## config.mk

```make
export PLATFORM = sky130hd
export DESIGN_NAME = pe_dot_pipe_flat
export DESIGN_NICKNAME = d
export VERILOG_FILES = /design/src/rtl/pe_dot_pipe_if.sv /design/src/rtl/pe_dot_pipe.sv /design/src/flat_wrapper.sv
export SDC_FILE = /design/constraint.sdc
export NUM_CORES = 1
export LEC_CHECK = 0
export CAP_MARGIN = 5
export CELL_PAD_IN_SITES_DETAIL_PLACEMENT = 2
export CELL_PAD_IN_SITES_GLOBAL_PLACEMENT = 2
export CORE_AREA = 5 5 148 150
export DETAILED_ROUTE_END_ITERATION = 8
export DIE_AREA = 0 0 153 155
export DONT_BUFFER_PORTS = 1
export MAX_ROUTING_LAYER = met4
export PLACE_DENSITY_LB_ADDON = 0.1
export REMOVE_ABC_BUFFERS = 1
export SETUP_SLACK_MARGIN = 0.5
export SKIP_CTS_REPAIR_TIMING = 1
export SLEW_MARGIN = 40
export SYNTH_ARGS = -nofsm -noshare
export SYNTH_HDL_FRONTEND = slang
export SYNTH_SLANG_ARGS = --single-unit
```

## constraint.sdc

```tcl
create_clock -name clk -period 4.5 [get_ports clk]
set_input_delay 0.675 -clock clk [delete_from_list [all_inputs] [get_ports clk]]
set_output_delay 0.675 -clock clk [all_outputs]
set_load 0.1 [all_outputs]
```

## src/rtl/pe_dot_pipe_if.sv

```systemverilog
// rtl/pe_dot_pipe_if.sv - beat/result bundle between vector feeder, PE and row packer
//
// Ports (as seen by the PE through the slave modport):
//   clr        in   synchronous abort/flush, active high
//   in_valid   in   beat present on M/X
//   in_last    in   producer's end-of-vector marker (checked against the beat counter)
//   M, X       in   WCOUNT packed 4-bit matrix/vector words, word i at [4i+3:4i]
//   out_valid  out  one-cycle result strobe
//   out_raw    out  full unsigned dot product, ACC_W bits
//   out_nib    out  out_raw[SHIFT+3:SHIFT]
//   err        out  sticky framing error
//   busy       out  work in flight
interface pe_dot_pipe_if #(
    parameter int WCOUNT = 4,
    parameter int NBEATS = 16
);
    localparam int ACC_W = 8 + $clog2(WCOUNT * NBEATS);

    logic                  clr;
    logic                  in_valid;
    logic                  in_last;
    logic [WCOUNT*4-1:0]   M;
    logic [WCOUNT*4-1:0]   X;
    logic                  out_valid;
    logic [ACC_W-1:0]      out_raw;
    logic [3:0]            out_nib;
    logic                  err;
    logic                  busy;

    modport master (
        output clr, in_valid, in_last, M, X,
        input  out_valid, out_raw, out_nib, err, busy
    );

    modport slave (
        input  clr, in_valid, in_last, M, X,
        output out_valid, out_raw, out_nib, err, busy
    );
endinterface

```

## src/rtl/pe_dot_pipe.sv

```systemverilog
// rtl/pe_dot_pipe.sv - pipelined 4-bit multiply-accumulate PE for one matrix row
//
// Ports:
//   clk   in  clock, all logic on rising edge
//   rst   in  asynchronous active-high reset, clears every register
//   bus   pe_dot_pipe_if.slave: clr/in_valid/in_last/M/X in,
//         out_valid/out_raw/out_nib/err/busy out
//
// Pipeline: S1 products -> S2 beat sum -> S3 accumulator/result.
// A final beat sampled at edge k produces out_valid in the cycle after edge k+2.
module pe_dot_pipe #(
    parameter int WCOUNT = 4,
    parameter int NBEATS = 16,
    parameter int SHIFT  = 10
) (
    input  logic          clk,
    input  logic          rst,
    pe_dot_pipe_if.slave  bus
);
    localparam int ACC_W = 8 + $clog2(WCOUNT * NBEATS);
    localparam int CNT_W = $clog2(NBEATS);
    localparam logic [CNT_W-1:0] LAST_CNT = CNT_W'(NBEATS - 1);

    logic [CNT_W-1:0] bcnt;
    logic             at_end;

    logic [7:0]       prod [WCOUNT];
    logic             v1;
    logic             last1;

    logic [ACC_W-1:0] beat_sum;
    logic [ACC_W-1:0] beat_sum_d;
    logic             v2;
    logic             last2;

    logic [ACC_W-1:0] acc;

    // The counter, not in_last, defines vector boundaries.
    assign at_end = (bcnt == LAST_CNT);

    always_comb begin
        beat_sum_d = '0;
        for (int i = 0; i < WCOUNT; i++) begin
            beat_sum_d = beat_sum_d + ACC_W'(prod[i]);
        end
    end

    always_ff @(posedge clk or posedge rst) begin
        if (rst) begin
            bcnt          <= '0;
            v1            <= 1'b0;
            last1         <= 1'b0;
            for (int i = 0; i < WCOUNT; i++) begin
                prod[i] <= '0;
            end
            v2            <= 1'b0;
            last2         <= 1'b0;
            beat_sum      <= '0;
            acc           <= '0;
            bus.out_valid <= 1'b0;
            bus.out_raw   <= '0;
            bus.err       <= 1'b0;
        end else if (bus.clr) begin
            // Flush in-flight work; out_raw keeps the last delivered result.
            bcnt          <= '0;
            v1            <= 1'b0;
            last1         <= 1'b0;
            v2            <= 1'b0;
            last2         <= 1'b0;
            acc           <= '0;
            bus.out_valid <= 1'b0;
            bus.err       <= 1'b0;
        end else begin
            // S1: per-word products
            v1    <= bus.in_valid;
            last1 <= bus.in_valid & at_end;
            if (bus.in_valid) begin
                for (int i = 0; i < WCOUNT; i++) begin
                    prod[i] <= {4'b0, bus.M[4*i +: 4]} * {4'b0, bus.X[4*i +: 4]};
                end
                bcnt <= at_end ? '0 : bcnt + CNT_W'(1);
                if (bus.in_last != at_end) begin
                    bus.err <= 1'b1;
                end
            end

            // S2: beat sum
            v2    <= v1;
            last2 <= v1 & last1;
            if (v1) begin
                beat_sum <= beat_sum_d;
            end

            // S3: accumulate; closing the vector clears acc so the next
            // vector may start on the very next beat.
            bus.out_valid <= 1'b0;
            if (v2) begin
                if (last2) begin
                    bus.out_raw   <= acc + beat_sum;
                    bus.out_valid <= 1'b1;
                    acc           <= '0;
                end else begin
                    acc <= acc + beat_sum;
                end
            end
        end
    end

    assign bus.out_nib = bus.out_raw[SHIFT+3:SHIFT];
    assign bus.busy    = (bcnt != '0) | v1 | v2;
endmodule
```

## src/flat_wrapper.sv

```systemverilog
// flat-port wrapper written by rule: the top's interface ports become plain ports
module pe_dot_pipe_flat 
#(
    parameter int WCOUNT = 4,
    parameter int NBEATS = 16,
    parameter int SHIFT  = 10
)
  (clk, rst, bus_clr, bus_in_valid, bus_in_last, bus_M, bus_X, bus_out_valid, bus_out_raw, bus_out_nib, bus_err, bus_busy);
  pe_dot_pipe_if #(.WCOUNT(WCOUNT), .NBEATS(NBEATS)) bus_i ();
  input  logic clk;
  input  logic rst;
  input wire logic [$bits(bus_i.clr)-1:0] bus_clr;
  input wire logic [$bits(bus_i.in_valid)-1:0] bus_in_valid;
  input wire logic [$bits(bus_i.in_last)-1:0] bus_in_last;
  input wire logic [$bits(bus_i.M)-1:0] bus_M;
  input wire logic [$bits(bus_i.X)-1:0] bus_X;
  output wire logic [$bits(bus_i.out_valid)-1:0] bus_out_valid;
  output wire logic [$bits(bus_i.out_raw)-1:0] bus_out_raw;
  output wire logic [$bits(bus_i.out_nib)-1:0] bus_out_nib;
  output wire logic [$bits(bus_i.err)-1:0] bus_err;
  output wire logic [$bits(bus_i.busy)-1:0] bus_busy;
  assign bus_i.clr = bus_clr;
  assign bus_i.in_valid = bus_in_valid;
  assign bus_i.in_last = bus_in_last;
  assign bus_i.M = bus_M;
  assign bus_i.X = bus_X;
  assign bus_out_valid = bus_i.out_valid;
  assign bus_out_raw = bus_i.out_raw;
  assign bus_out_nib = bus_i.out_nib;
  assign bus_err = bus_i.err;
  assign bus_busy = bus_i.busy;
  pe_dot_pipe #(.WCOUNT(WCOUNT), .NBEATS(NBEATS), .SHIFT(SHIFT)) u_core (.clk(clk), .rst(rst), .bus(bus_i));
endmodule
```

* Word-level counts from Yosys, hierarchy flattened
Cells that the tools add are included.
Cells by class: add/subtract/negate cells 5, multiply operators 4, equality and inequality tests 2, multiplexer cells 16, bitwise operators 5, reductions and logical operators 8
Operators with widths (count):
- 14-bit two-way mux | 3
- 4-bit by 4-bit multiplier with 8-bit output | 4
- 14-bit by 8-bit adder with 14-bit output | 2
- 14-bit adder | 1
- 4-bit two-way mux | 3
- 1-bit two-way mux | 10
- 8-bit by 8-bit adder with 9-bit output | 1
- 2-bit AND reduction | 3
- 2-bit nonzero test | 3
- 4-bit by 1-bit adder with 4-bit output (second input constant) | 1
- 4-bit == test (second input constant) | 1
- 4-bit nonzero test | 1
- 3-bit AND reduction | 1
- 1-bit AND | 2
- 1-bit bitwise OR | 2
- 1-bit inequality test | 1
- 1-bit NOT | 1
Word-level totals: register bits 84, output and inout bits 21

* Depth between registers and ports, before layout
word-level depth 5, gate-level depth with buffers 17

* Worst setup path after synthesis
No wires, ideal clock.
path type register to register, start register u_core.prod[16] (netlist name), end register u_core.beat_sum[7], arrival 3.010 ns, path slack 1.360 ns, stages on the path, launching flop included 14, path buffers 0, clock period less this slack 3.140 ns, path through dfrtp_1 ha_1 inv_1 fa_1 fa_1 inv_1 ha_1 fa_1 a21o_1 a21oi_1 o21bai_1 a21oi_1 xor2_1 o21ai_0
Between the ends: longest elaborated chain between the ends 3
RTL lines:
- start: declaration | RTL line pe_dot_pipe.sv:27 | logic [7:0] prod [WCOUNT];
- start signal: indexed assignment | RTL line pe_dot_pipe.sv:79 | prod[i] <= {4'b0, bus.M[4*i +: 4]} * {4'b0, bus.X[4*i +: 4]};
- 8-bit by 8-bit adder with 9-bit output | RTL line pe_dot_pipe.sv:44 | beat_sum_d = beat_sum_d + ACC_W'(prod[i]);
- 14-bit by 8-bit adder with 14-bit output (2 in series) | RTL line pe_dot_pipe.sv:44
- end signal: assignment | RTL line pe_dot_pipe.sv:91 | beat_sum <= beat_sum_d;
- end: declaration | RTL line pe_dot_pipe.sv:31 | logic [ACC_W-1:0] beat_sum;
Every way passes these cells. A chain may end at the register's enable or synchronous reset.

* Worst setup path after layout
start register u_core.prod[24] (netlist name), end register u_core.beat_sum[8]
The elaborated chain is that of the path after synthesis.

==> summary.txt <==
STA
  – Final setup fails: 0
  – Unrepaired setup endpoints after global routing: false
  – Final worst slack: between 1 and 1.5 ns
  – Pins Over Slew Limit: 0
  – Worst slew pin tran: about 0.86 ns
  – Relative slew slack: 0.4263
  – FMAX: 0.2906 GHz
  – Fin Setup TNS: 0 ns
  – Period utilization: 0.7647
  – Fin crit period: between 3 and 4 ns
  – Clk_skew: 0.01025 ns
  – Final hold vios: 0

Setup path
  – Worst path slowest cell: fa_1
  – Most common cell on crit path: o21ai_0
  – Worst Setup End Kind: flip-flop
  – Worst-path fanout max: 4
  – Crit Path Class: flip-flop to flip-flop
  – CP max stage delay: between 0.4 and 0.5 ns
  – Critical Path AT: 3.65 ns
  – CP bufs+invs: 2
  – Startpoint Class: flip-flop
  – Crit path required time: ~4.7 ns
  – Delay-heaviest family, CP: adder cells
  – Critical path cell sequence: ha_1 > inv_1 > fa_1 > nor2b_1 > o21ai_0 > nand2b_1 > a21o_1 > a21oi_1 > xor2_1 > fa_1 > inv_1 > ha_1 > nor3_1 > o21ai_0 > a31oi_1 > xor2_1 > o21ai_0

Clocking
  – Maximum clock path buffer count: 2
  – CTS Root Cell: clkbuf_16
  – TritonCTS clock tree: yes
  – Clk_lat worst skew: around 0.35 ns
  – TritonCTS Buffers: 9
  – Clk slew on worst S/H paths: 0.07 ns
  – H-tree depth: 3
  – Clock sink count: 80

Yosys
  – Cells after Synth: about 650
  – Syn Area/Cell: just over 9 sq um
  – Area fraction in and, or, nand and nor cells after synthesis: 0.1591
  – Post-synthesis mux area share: 0.009190
  – Post-synthesis sequential element count: 80
  – Share of synthesized registers carrying an async set or reset: 1.000
  – Synth Area in Compound Gates: 0.1343
  – Ys Warns: 0
  – Post-synth EDFFs: 0
  – Largest family of logic cells by synthesized area: adder cells
  – Synth Area in XOR/XNOR: 0.05848
  – Post-Syn Area: between 5000 and 6000 sq um
  – Sequential area share after synthesis: 0.3342
  – Adder-cell share of the synthesized area: 0.2490
  – Netlist cell types: between 40 and 50
  – Ys flop type: dfrtp_1

Finish
  – Fillers: roughly 2,300
  – Reg area: 2031 sq um
  – Area grow syn2layout: 10.30%
  – Final Net Count: 789
  – Final Util: 0.3214
  – Layout cells sized above 1: 0.07339
  – Antenna cells: 0
  – Area of the multi-input gates: around 3700 sq um
  – Most frequent cells in the layout: nand2_1, ha_1, dfrtp_1
  – Commonest non-fill, non-tap cell in the layout: nand2_1

Global routing
  – Vias in the first global route: between 5,000 and 6,000
  – Congestion Overflow GR: 0
  – Tot GR Track Use: 0.1349
  – Antenna violations before repair: 0
  – First-pass GRT wire length: approximately 25 mm
  – Largest net degree at the start of global routing: between 50 and 60

Detailed routing
  – Routed wire length: around 14 mm
  – Wire length per cell: 15.52 um
  – DRC viols: 0
  – Vias post-DR: roughly 4,400
  – Routed Antenna Nets: 0
  – Iteration-0 DRC Markers: just over 90
  – DR pass1 iterations: 4
  – DR vias/cell: ~4.7

Die
  – I/O Pins: just under 60
  – Die area: approximately 24,000 sq um
  – Core Area: 20,560 sq um
  – Die Span Y: ~160 um
  – Num rows: 53
  – Starting Density: 0.2914
  – Die Width: approximately 150 um

Power
  – Switch share: 0.3933
  – Worst VDD drop: around 0.22 mV
  – Comb pwr share: 0.437
  – Int Power: 1741 uW
  – Power per cell area: ~430 nW/um^2
  – Clock share of power: 0.251
  – NetSw: 1129 uW
  – Power share of the sequential group: 0.312
  – Leakage power: ~0.0033 uW

Place
  – Port Buffers: 0
  – Worst slack, placed: 1.026 ns
  – RD Place Congestion: between 0.8 and 0.9
  – DPL Wire Length: 11.74 mm

Run
  – Max-Cap Viols: 0

Worst hold path
  – HP Class: input port to asynchronous set/reset pin

Outcome
  – Status: completed
registers in the layout, indices dropped and copies added, names as in the netlist:
| signal | count |
|---|---|
| u_core.prod | 32 |
| u_core.acc | 14 |
| u_core.bus.out_raw | 14 |
| u_core.beat_sum | 10 |
| u_core.bcnt | 4 |
| u_core.bus.err | 1 |
| u_core.bus.out_valid | 1 |
| u_core.last1 | 1 |
| u_core.last2 | 1 |
| u_core.v1 | 1 |
| u_core.v2 | 1 |
cell type report:
cell class	count	area share
clock inverters	6	0.007764
repair buffers	3	0.003408
clock buffers	10	0.03617
flip-flops and latches	80	0.3073
multi-input cells	487	0.5539
inverters	68	0.03939
well taps	275	0.05207
logic make-up (layout without fill, tap and decap cells):
family                   Yosys count  in the layout
AO/OA/AOI/OAI                    130            130
XOR/XNOR                          40             40
AND/OR/NAND/NOR                  209            209
buffers and inverters             85             87
flip-flops                        80             80
adder cells (fa/ha/maj)          103            103
multiplexers                       5              5
cells in the mapped netlist, types with 5 or more instances:
master | n | area share
a21oi_1 | 29 | 0.024
clkbuf_1 | 10 | 0.0063
nand2b_1 | 5 | 0.0052
inv_1 | 66 | 0.041
o21ai_0 | 50 | 0.042
a22o_1 | 9 | 0.013
xor2_1 | 18 | 0.026
dfrtp_1 | 80 | 0.33
nand3_1 | 9 | 0.0075
xnor2_1 | 22 | 0.032
o21bai_1 | 8 | 0.010
nor2_1 | 27 | 0.017
and2_1 | 36 | 0.038
fa_1 | 27 | 0.090
ha_1 | 76 | 0.16
nand2_1 | 115 | 0.072
a21o_1 | 13 | 0.016
layer usage:
metal	vias up	wire, um	part of all wire	GRT usage
met5	-	0	0	-
met4	0	257	0.018	0.04243
met3	12	386	0.027	0.02615
met2	38	7745	0.54	0.2468
met1	2183	6024	0.42	0.1485
li1	2153	-	-	-
through the flow:
step           instances  area (sq um)  hold slack [ns]  total power (uW)
2_1_floorplan        635          5912           0.4277              1867
3_3_place_gp         913          6285           0.4374              2134
3_5_place_dp         913          6305           0.4467              2200
4_1_cts              929          6595           0.2261              2961
5_1_grt              929          6608           0.2529              3169
6_report             929          6608           0.2145              2870
power by group through the flow:
stage / sequential (uW) / combinational, uW / clock (uW)
after detailed placement: 915 / 1280 / 0
after global routing: 914 / 1470 / 784
after floorplan: 884 / 984 / 0
final: 897 / 1250 / 720
after CTS: 901 / 1300 / 762
after global placement: 909 / 1220 / 0
path summary, 6_finish.rpt:
path                       slack [ns]  depth (start not counted)             from                  to
max in group asynchronous        3.50                          2              rst      u_core.bus.err
min in group clk                 0.38                          1          bus_clr      u_core.bcnt[3]
min                              0.21                          1              rst       u_core.acc[2]
max                              1.06                         17  u_core.prod[24]  u_core.beat_sum[8]
min reg2reg                      0.46                          1     u_core.last1        u_core.last2
max reg2reg                      1.06                         17  u_core.prod[24]  u_core.beat_sum[8]
(Power assumes the default switching activity.)
